File: config.mk
export PLATFORM = sky130hd
export DESIGN_NAME = dff_bank_arbiter
export DESIGN_NICKNAME = d
export VERILOG_FILES = /design/src/rtl/dff_bank_pkg.sv /design/src/rtl/rr_pick.sv /design/src/rtl/dff_bank_arbiter.sv
export SDC_FILE = /design/constraint.sdc
export NUM_CORES = 1
export LEC_CHECK = 0
export CORE_MARGIN = 2
export CORE_UTILIZATION = 41
export DETAILED_ROUTE_END_ITERATION = 12
export PLACE_DENSITY = 0.83
export SLEW_MARGIN = 30
export SYNTH_ARGS = -nofsm -noshare
export SYNTH_HDL_FRONTEND = slang
export SYNTH_SLANG_ARGS = --single-unit
File: constraint.sdc
create_clock -name clk -period 3.1 [get_ports clk]
set_clock_uncertainty 0.05 [all_clocks]
set_input_delay 0.62 -clock clk [delete_from_list [all_inputs] [get_ports clk]]
set_output_delay 0.62 -clock clk [all_outputs]
set_load 0.02 [all_outputs]
File: src/rtl/dff_bank_pkg.sv
// Shared encodings for the flip-flop bank arbiter: bank operations, FSM states
// and a helper for sizing requester-index fields.
package dff_bank_pkg;

  typedef enum logic [1:0] {
    OP_WR  = 2'b00,
    OP_SET = 2'b01,
    OP_CLR = 2'b10,
    OP_RD  = 2'b11
  } op_e;

  typedef enum logic [1:0] {
    ST_IDLE  = 2'd0,
    ST_GRANT = 2'd1,
    ST_ACK   = 2'd2
  } state_e;

  // Width of a requester index; never narrower than one bit.
  function automatic int idx_width(input int n);
    return (n > 1) ? $clog2(n) : 1;
  endfunction

endpackage

File: src/rtl/rr_pick.sv
// Combinational round-robin winner finder: first set request bit scanning
// upward from ptr, wrapping modulo NREQ.
module rr_pick
  import dff_bank_pkg::*;
#(
  parameter int unsigned NREQ = 4,
  parameter int unsigned PW   = idx_width(NREQ)
) (
  input  logic [NREQ-1:0] req,
  input  logic [PW-1:0]   ptr,
  output logic [NREQ-1:0] win_oh,
  output logic [PW-1:0]   win_idx
);

  logic [PW-1:0] cand;
  logic          found;

  // ptr is always a legal index, so one subtraction is enough to wrap.
  function automatic logic [PW-1:0] wrap_idx(input logic [PW-1:0] base, input int k);
    int s;
    s = int'(base) + k;
    if (s >= int'(NREQ)) s = s - int'(NREQ);
    return PW'(s);
  endfunction

  always_comb begin
    // NOTE: every variable written here gets a default first, so no path can
    // leave one unassigned and infer a latch.
    win_oh  = '0;
    win_idx = '0;
    cand    = '0;
    found   = 1'b0;
    for (int k = 0; k < int'(NREQ); k++) begin
      cand = wrap_idx(ptr, k);
      if (!found && req[cand]) begin
        win_oh[cand] = 1'b1;
        win_idx      = cand;
        found        = 1'b1;
      end
    end
  end

endmodule

File: src/rtl/dff_bank_arbiter.sv
// Round-robin arbiter/sequencer that is the sole driver of a shared WIDTH-bit
// D flip-flop bank: write, preset-all, clear-all and read, one op per 3 cycles.
module dff_bank_arbiter
  import dff_bank_pkg::*;
#(
  parameter int unsigned NREQ  = 4,
  parameter int unsigned WIDTH = 8,
  parameter int unsigned PW    = idx_width(NREQ)
) (
  input  logic                  clk,
  input  logic                  R,
  input  logic [NREQ-1:0]       req,
  input  logic [2*NREQ-1:0]     op,
  input  logic [WIDTH*NREQ-1:0] wdata,
  input  logic [WIDTH-1:0]      bank_q,
  output logic [WIDTH-1:0]      bank_d,
  output logic                  bank_s_n,
  output logic                  bank_r_n,
  output logic [NREQ-1:0]       gnt,
  output logic [NREQ-1:0]       ack,
  output logic [WIDTH-1:0]      rdata,
  output logic                  busy
);

  state_e           state, state_nxt;
  logic [PW-1:0]    ptr;
  logic [NREQ-1:0]  win_oh;
  logic [PW-1:0]    win_idx;
  op_e              win_op;
  logic [WIDTH-1:0] win_data;
  op_e              cur_op;
  logic [WIDTH-1:0] cur_data;
  logic             s_n_reg;
  logic             r_n_reg;

  rr_pick #(
    .NREQ (NREQ),
    .PW   (PW)
  ) u_pick (
    .req     (req),
    .ptr     (ptr),
    .win_oh  (win_oh),
    .win_idx (win_idx)
  );

  // Winner's op and data, selected with constant slices from the one-hot.
  always_comb begin
    win_op   = OP_WR;
    win_data = '0;
    for (int i = 0; i < int'(NREQ); i++) begin
      if (win_oh[i]) begin
        win_op   = op_e'(op[2*i +: 2]);
        win_data = wdata[WIDTH*i +: WIDTH];
      end
    end
  end

  // State register.
  always_ff @(posedge clk or negedge R) begin
    // NOTE: sequential state uses non-blocking assignments so every flop
    // samples pre-edge values regardless of process ordering.
    if (!R) state <= ST_IDLE;
    else    state <= state_nxt;
  end

  // Next-state logic.
  always_comb begin
    state_nxt = state;
    unique case (state)
      ST_IDLE:  if (|req) state_nxt = ST_GRANT;
      ST_GRANT: state_nxt = ST_ACK;
      ST_ACK:   state_nxt = ST_IDLE;
      default:  state_nxt = ST_IDLE;
    endcase
  end

  // Output logic: bank D recirculates Q except during GRANT.
  always_comb begin
    busy   = (state != ST_IDLE);
    bank_d = bank_q;
    if (state == ST_GRANT) begin
      unique case (cur_op)
        OP_WR:  bank_d = cur_data;
        OP_SET: bank_d = '1;
        OP_CLR: bank_d = '0;
        OP_RD:  bank_d = bank_q;
      endcase
    end
  end

  // Datapath: grant/ack, latched transaction, pointer and preset/clear strobes.
  always_ff @(posedge clk or negedge R) begin
    if (!R) begin
      ptr      <= '0;
      gnt      <= '0;
      ack      <= '0;
      rdata    <= '0;
      cur_op   <= OP_WR;
      cur_data <= '0;
      s_n_reg  <= 1'b1;
      r_n_reg  <= 1'b1;
    end else begin
      ack     <= '0;
      s_n_reg <= 1'b1;
      r_n_reg <= 1'b1;
      unique case (state)
        ST_IDLE: begin
          if (|req) begin
            gnt      <= win_oh;
            cur_op   <= win_op;
            cur_data <= win_data;
            ptr      <= (win_idx == PW'(NREQ - 1)) ? '0 : win_idx + 1'b1;
            s_n_reg  <= (win_op != OP_SET);
            r_n_reg  <= (win_op != OP_CLR);
          end
        end
        ST_GRANT: begin
          gnt <= '0;
          ack <= gnt;
          unique case (cur_op)
            OP_WR:  rdata <= cur_data;
            OP_SET: rdata <= '1;
            OP_CLR: rdata <= '0;
            OP_RD:  rdata <= bank_q;
          endcase
        end
        default: ;
      endcase
    end
  end

  // Controller reset also clears the bank; both lines are flop or single AND.
  assign bank_s_n = s_n_reg;
  assign bank_r_n = R & r_n_reg;

  // Simultaneous preset and clear on the bank is undefined.
  a_no_set_and_clr: assert property (@(posedge clk) disable iff (!R) (s_n_reg || r_n_reg));

endmodule

==> flow_metrics.py <==
metrics = {
    "worst_setup_path": {
        "r2r_slack_ps": 200,
        "critPathKind": "input port to flop",
        "critPathLaunch": "req[2]",
        "endpoint_kind": "flop",
        "cp-start-kind": "input port",
        "crit_fanout": 10,
        "cp.arrival_ps": 3050,
        "r2r_end": "cur_data[4]$_DFFE_PN0P_",
        "reg2regPathDepth": 8,
        "required_ps": 3210,
    },
    "die": {
        "placementRows": 27,
        "start_util": 0.421,
        "io_pins": 81,
        "coreArea_um2": 5470,
        "dieArea_um2": 6230,
        "die_w_um": 79.0,
        "fp.dieH_um": 79.0,
    },
    "global_route": {
        "grt_pass1_wl_um": 9450,
        "first_global_vias": 2000,
        "grtUsageTotal": 0.189,
        "gr-total-overflow": 0,
        "grt_max_degree": 33,
        "antenna_found_initial": 0,
    },
    "timing": {
        "finalCritPeriodShare": 0.948,
        "layout_min_cycle_time_ps": 2940,
        "hold-worst-slack_ps": 433,
        "worst_pin_slew_ps": 489,
        "rsz0062_at_grt": "false",
        "slew_headroom": 0.673,
        "hold_violations": 0,
        "finalMaxSlewViolations": 0,
        "setup_viol": 0,
        "fmax_mhz": 340,
    },
    "routing": {
        "post_drt_via_cell_ratio": 5.23,
        "route.met3.wl_um": 245,
        "dr_wl_met2_um": 2830,
        "via_count": 2146,
        "first_iter_violations": 79,
        "route.detailed.drc": 0,
        "post_drt_wl_per_cell_um": 13.9,
        "routed_wl_um": 5700,
        "wirelength_met1_um": 2580,
        "ant_nets": 0,
        "drtPass1Iterations": 4,
        "top_layer": "met4",
    },
    "yosys": {
        "synth_top_area_frac": 0.326,
        "synthCells": 250,
        "synth_edf_count": 0,
        "async_flop_share": 1.00,
        "synth.area.top_cells": "dfrtp_1 (33%), o21ai_0 (6.5%), a221oi_2 (5.9%), nand2_1 (4.2%), ha_1 (3.8%)",
        "synth_fp_nets": 311,
        "netlist.top_cell.by_area": "dfrtp_1",
        "yosysSeqAreaShare": 0.349,
        "syn_area_um2": 2300,
        "synth_warnings": 0,
        "synth_ff_type": "dfrtp_1",
        "yosys_register_bits": 32,
        "synth_cell_types": 54,
        "synth_area_per_cell_um2": 9.21,
    },
    "cts": {
        "clock_latency_ps": 280,
        "cts_buffers": 5,
        "htreeDepth": 2,
        "holdBufCountCts": 0,
        "cts_root_buf": "clkbuf_8",
        "cts.sinks": 32,
        "clkTransAtPathRegs_ps": 70,
        "cts_max_path_buffers": 2,
        "cts_tree": "yes",
    },
    "power": {
        "p_per_area_nw_per_um2": 1050,
        "vdd_drop_max_v": 0.000804,
        "p_leak_nw": 1.43,
    },
    "placed_design": {
        "dpl_cell_area_um2": 3220,
        "port_buffers": 80,
        "place_congestion": 0.855,
        "place_hpwl_um": 4560,
    },
    "layout": {
        "top_regs": "cur_data (8), rdata (8)",
        "antenna_cells": 0,
        "final_core_util": 0.605,
        "area_growth_pct": 43.8,
        "fillers": 464,
        "mostFrequentLayoutCells": "clkdlybuf4s50_1 (80), o21ai_0 (30), dfrtp_1 (30)",
        "final_common_cell": "clkdlybuf4s50_1",
        "fin_area_um2": 3310,
        "fin_nets": 398,
        "drive_gt1_frac": 0.154,
    },
    "worst_hold_path": {
        "hold_path_end": "rdata[5]$_DFFE_PN0P_",
        "hold_start": "rdata[5]$_DFFE_PN0P_",
        "hold_path.class": "flop to flop",
        "hold-path-cell-count": 2,
    },
    "job": {
        "cap_violations": 0,
    },
    "run_status": {
        "status": "finished clean",
    },
}
[final cells by class]
cell class	count	area (um^2)	area share
clock inverters	3	18.8	0.00566
repair buffers	94	906	0.273
multi-input cells	191	1380	0.416
clock buffers	5	68.8	0.0208
flip-flops and latches	32	803	0.242
inverters	13	48.8	0.0147
well taps	72	90.1	0.0272
[worst max path at each step]
stage / cells past startpoint / end / slack (ps)
after floorplan: 12 / cur_data[0]$_DFFE_PN0P_ / 200
after global placement: 7 / cur_data[4]$_DFFE_PN0P_ / -40
after detailed placement: 7 / cur_data[4]$_DFFE_PN0P_ / -130
after CTS: 7 / cur_data[4]$_DFFE_PN0P_ / 180
after global routing: 9 / cur_data[3]$_DFFE_PN0P_ / 30
final: 7 / cur_data[4]$_DFFE_PN0P_ / 160
[worst max-delay path, cell delays in order]
cell and delay, ps:
clkdlybuf4s50_1 480, mux4_2 620, a22o_1 300, a221o_1 490
a21o_1 220, a221oi_2 210, o21ai_1 110
[metrics by stage]
stage	cells	total power, mW	TNS (ps)	setup slack (ps)
3_5_place_dp	402	3.17	-690	-126
4_1_cts	410	3.48	0	182
3_3_place_gp	402	3.11	-132	-42.1
2_1_floorplan	250	2.49	0	198
5_1_grt	410	3.77	0	31.1
6_report	410	3.47	0	160
[metal layers]
layer,vias up,global-route usage
li1,1079,-
met1,1002,0.252
met2,60,0.329
met3,5,0.0318
met4,0,0.0310
met5,-,0
[cell families after synthesis]
logic type	count (synthesis)	synth area share
adder cells (fa/ha/maj)	7	0.0380
buffers and inverters	27	0.0543
AO/OA/AOI/OAI	95	0.322
AND/OR/NAND/NOR	85	0.200
multiplexers	3	0.0326
XOR/XNOR	1	0.00380
flip-flops	32	0.349
[where the power goes]
part / switching, mW / leakage [nW] / internal [mW] / total, mW
Clock: 0.156 / 0.0479 / 0.156 / 0.312
Combinational: 1.35 / 0.985 / 1.10 / 2.45
Sequential: 0.101 / 0.396 / 0.607 / 0.708
[Yosys cell counts, types with 4 or more instances]
library cell / instances
dfrtp_1: 30
buf_2: 4
a221oi_2: 9
nand3_1: 5
a21o_1: 9
and2_1: 5
inv_1: 12
a21oi_1: 14
ha_1: 7
nor2_1: 20
o21ai_1: 8
nand2_1: 26
nand2b_1: 10
o21ai_0: 30
clkbuf_1: 7
nor3b_1: 4
[what timing repair did]
item                       4_1_cts  5_1_grt
resized for setup                0        1
setup endpoints to repair        0        1
buffers inserted                 0        0
(Power assumes the default switching activity.)
==> RTL change 1, RTL diff (config.mk and constraints unchanged) <==
`NREQ` is set to 4 in 2 places; all go to 2.
--- a/src/rtl/rr_pick.sv
+++ b/src/rtl/rr_pick.sv
@@ -4,5 +4,5 @@
   import dff_bank_pkg::*;
 #(
-  parameter int unsigned NREQ = 4,
+  parameter int unsigned NREQ = 2,
   parameter int unsigned PW   = idx_width(NREQ)
 ) (
--- a/src/rtl/dff_bank_arbiter.sv
+++ b/src/rtl/dff_bank_arbiter.sv
@@ -4,5 +4,5 @@
   import dff_bank_pkg::*;
 #(
-  parameter int unsigned NREQ  = 4,
+  parameter int unsigned NREQ  = 2,
   parameter int unsigned WIDTH = 8,
   parameter int unsigned PW    = idx_width(NREQ)
Ports: changed (5 resized); port bits go from 81 to 55. No check against the original RTL was run, so the function may have changed too.
==> RTL change 1 against the original RTL <==
- setup slack better by 0.087 ns
- cell area fell by 43%
- sequential share of layout area up 12 points
- critical endpoint is now bank_d[0]
- largest power group unchanged
- sequential cell count fell by 5
- total power decreased by 47%
- non-clock buffer count is 36 lower
- routed wire length down 44%
- sequential power fell by 14%
- area after synthesis fell by 44%
- via count is 47% lower
==> RTL change 1: results (changes against the original RTL) <==
| Metric | Value |
|---|---|
| Total CTS buffers | 3 (-2) |
| Vias in the first global route | 1180 (-41%) |
| Critical Path Start | state[1] |
| Slew headroom | 72.2% (+4.9 points) |
| Reg clk slew, reported paths | 0.16 ns (+0.09 ns) |
| Post-synthesis xor/xnor area fraction | 0% (-0.38 points) |
| Synth cell types | 26 (-52%) |
| H-tree level count | 1 (-1) |
| Mux cell area share after synthesis | 1.56% (-1.7 points) |
| Largest stage delay on the critical path | 0.63 ns |
| Initial antenna violation count | 0 (unchanged) |
| Synth top cells by count | dfrtp_1, nand2b_1, and3_1 |
| Global Route met3 Usage | 1.52% (-1.7 points) |
| Syn nets | 148 (-52%) |
| # port buffers | 54 (-33%) |
| Met1 Usage GRT | 24.0% (-1.2 points) |
| Post-cts sizing count | 0 (unchanged) |
| Part of the Yosys area used for sequential elements | 52.8% (+18 points) |
| Main synth FF type | dfrtp_1 |
| Initial DRC Count | 37 (-53%) |
| Ys Warns | 0 (unchanged) |
| Clk root buf | clkbuf_4 |
| GRT Total Usage | 19.9% (+1.0 points) |
| Leak pwr | 0.823 nW (-42%) |
| Worst path top cell family by delay | buffers and inverters |
| Hold_sp | rdata[5] |
| Hold_ws | 0.454 ns (+0.0211 ns) |
| Outcome | finished, final reports clean |
| Met3 Routed Length | 174 um (-29%) |
| CTS sink count | 27 (-16%) |
| Uppermost layer routed | met4 |
| Slowest cell on crit path | clkdlybuf4s50_1 |
| Deepest clock path buffer count | 2 (unchanged) |
| Asr flop ratio synth | 100% (unchanged) |
| Synth Area in Compound Gates | 25.3% (-6.9 points) |
| Regs by FF count | cur_data x8, rdata x8 |
| First-pass GRT wire length | 5.31 mm (-44%) |
| Layout Nets | 204 (-49%) |
| Crit-path max FO | 9 (-1) |
| Met2 WL post-DR | 1.64 mm (-42%) |
| Global Route met2 Usage | 35.4% (+2.5 points) |
| Detail Placement HPWL | 2.52 mm (-45%) |
| Top cells by area, synth | dfrtp_1, a221o_1, a2bb2oi_1 |
| Total wire length | 3.19 mm (-44%) |
| HP Class | flop to flop |
| Post-synthesis adder-cell area fraction | 0% (-3.8 points) |
| Maximum vdd ir drop | 376 uV (-53%) |
| Worst r2r src | state[0] |
| DR vias | 1132 (-47%) |
| Ratio of cells with drive above 1 in the final layout | 9.36% (-6.0 points) |
| R2R Setup Slk | 1.62 ns (+1.42 ns) |
| Worst skew pair latency | 0.33 ns (+0.05 ns) |
| Post-Route M1 WL | 1.33 mm (-49%) |
| Routability cong. | 0.789 (-7.8%) |
| Crit path DAT | 2.18 ns (-0.87 ns) |
| Diodes inserted | 0 (unchanged) |
| Pin count of the biggest net entering global routing | 28 (-15%) |
RTL change 1: cell types whose count changed in the layout (fill, tap and decap cells not counted), sizes merged, moves of 7 or more:
cell,change
nor2,-18
buf,-10
a21oi,-13
o2bb2ai,+7
a21o,-10
nand2,-18
clkdlybuf4s50,-26
ha,-7
o21ai,-29
a221oi,-10
and3,+9
inv,-10
RTL change 1: path summary, 6_finish.rpt:
| kind | to | depth (start not counted) |
|---|---|---|
| max reg2reg | cur_data[7] | 5 |
| max | bank_d[0] | 4 |
| min reg2reg | rdata[5] | 2 |
| min | rdata[5] | 2 |
| max in group asynchronous | bank_s_n | 2 |
| min in group asynchronous | cur_data[4] | 2 |
RTL change 1: cell type report:
cell class                 instances  area (um^2)
clock buffer                       3         22.5
sequential                        27          678
clock inverter                     1         7.51
tap                               33         41.3
fill                             259         1110
timing repair buffer              58          571
multi-input combinational         77          558
inverter                           5         18.8
RTL change 1: stage by stage:
stage | area [um^2] | setup WS [ns] | cells | util, %
after floorplan | 1280 | 1.07 | 116 | -
after global placement | 1860 | 0.527 | 200 | 61.9
after detailed placement | 1860 | 0.491 | 200 | 61.9
after CTS | 1890 | 0.157 | 204 | 62.9
after global routing | 1900 | 0.0848 | 204 | 63.2
final | 1900 | 0.247 | 204 | 63.2
RTL change 1: kinds of logic (layout without fill, tap and decap cells):
kind of cell / count (synthesis) / count (layout)
AND/OR/NAND/NOR: 36 / 36
buffers and inverters: 12 / 67
flip-flops: 27 / 27
AO/OA/AOI/OAI: 39 / 39
multiplexers: 2 / 2
RTL change 1: where the power goes:
group / internal [W] / leakage, nW / total (W) / switching (W)
sequential: 0.000510 / 0.335 / 0.000611 / 0.000101
clock: 0.0000494 / 0.0139 / 0.000154 / 0.000105
combinational: 0.000528 / 0.474 / 0.00109 / 0.000560
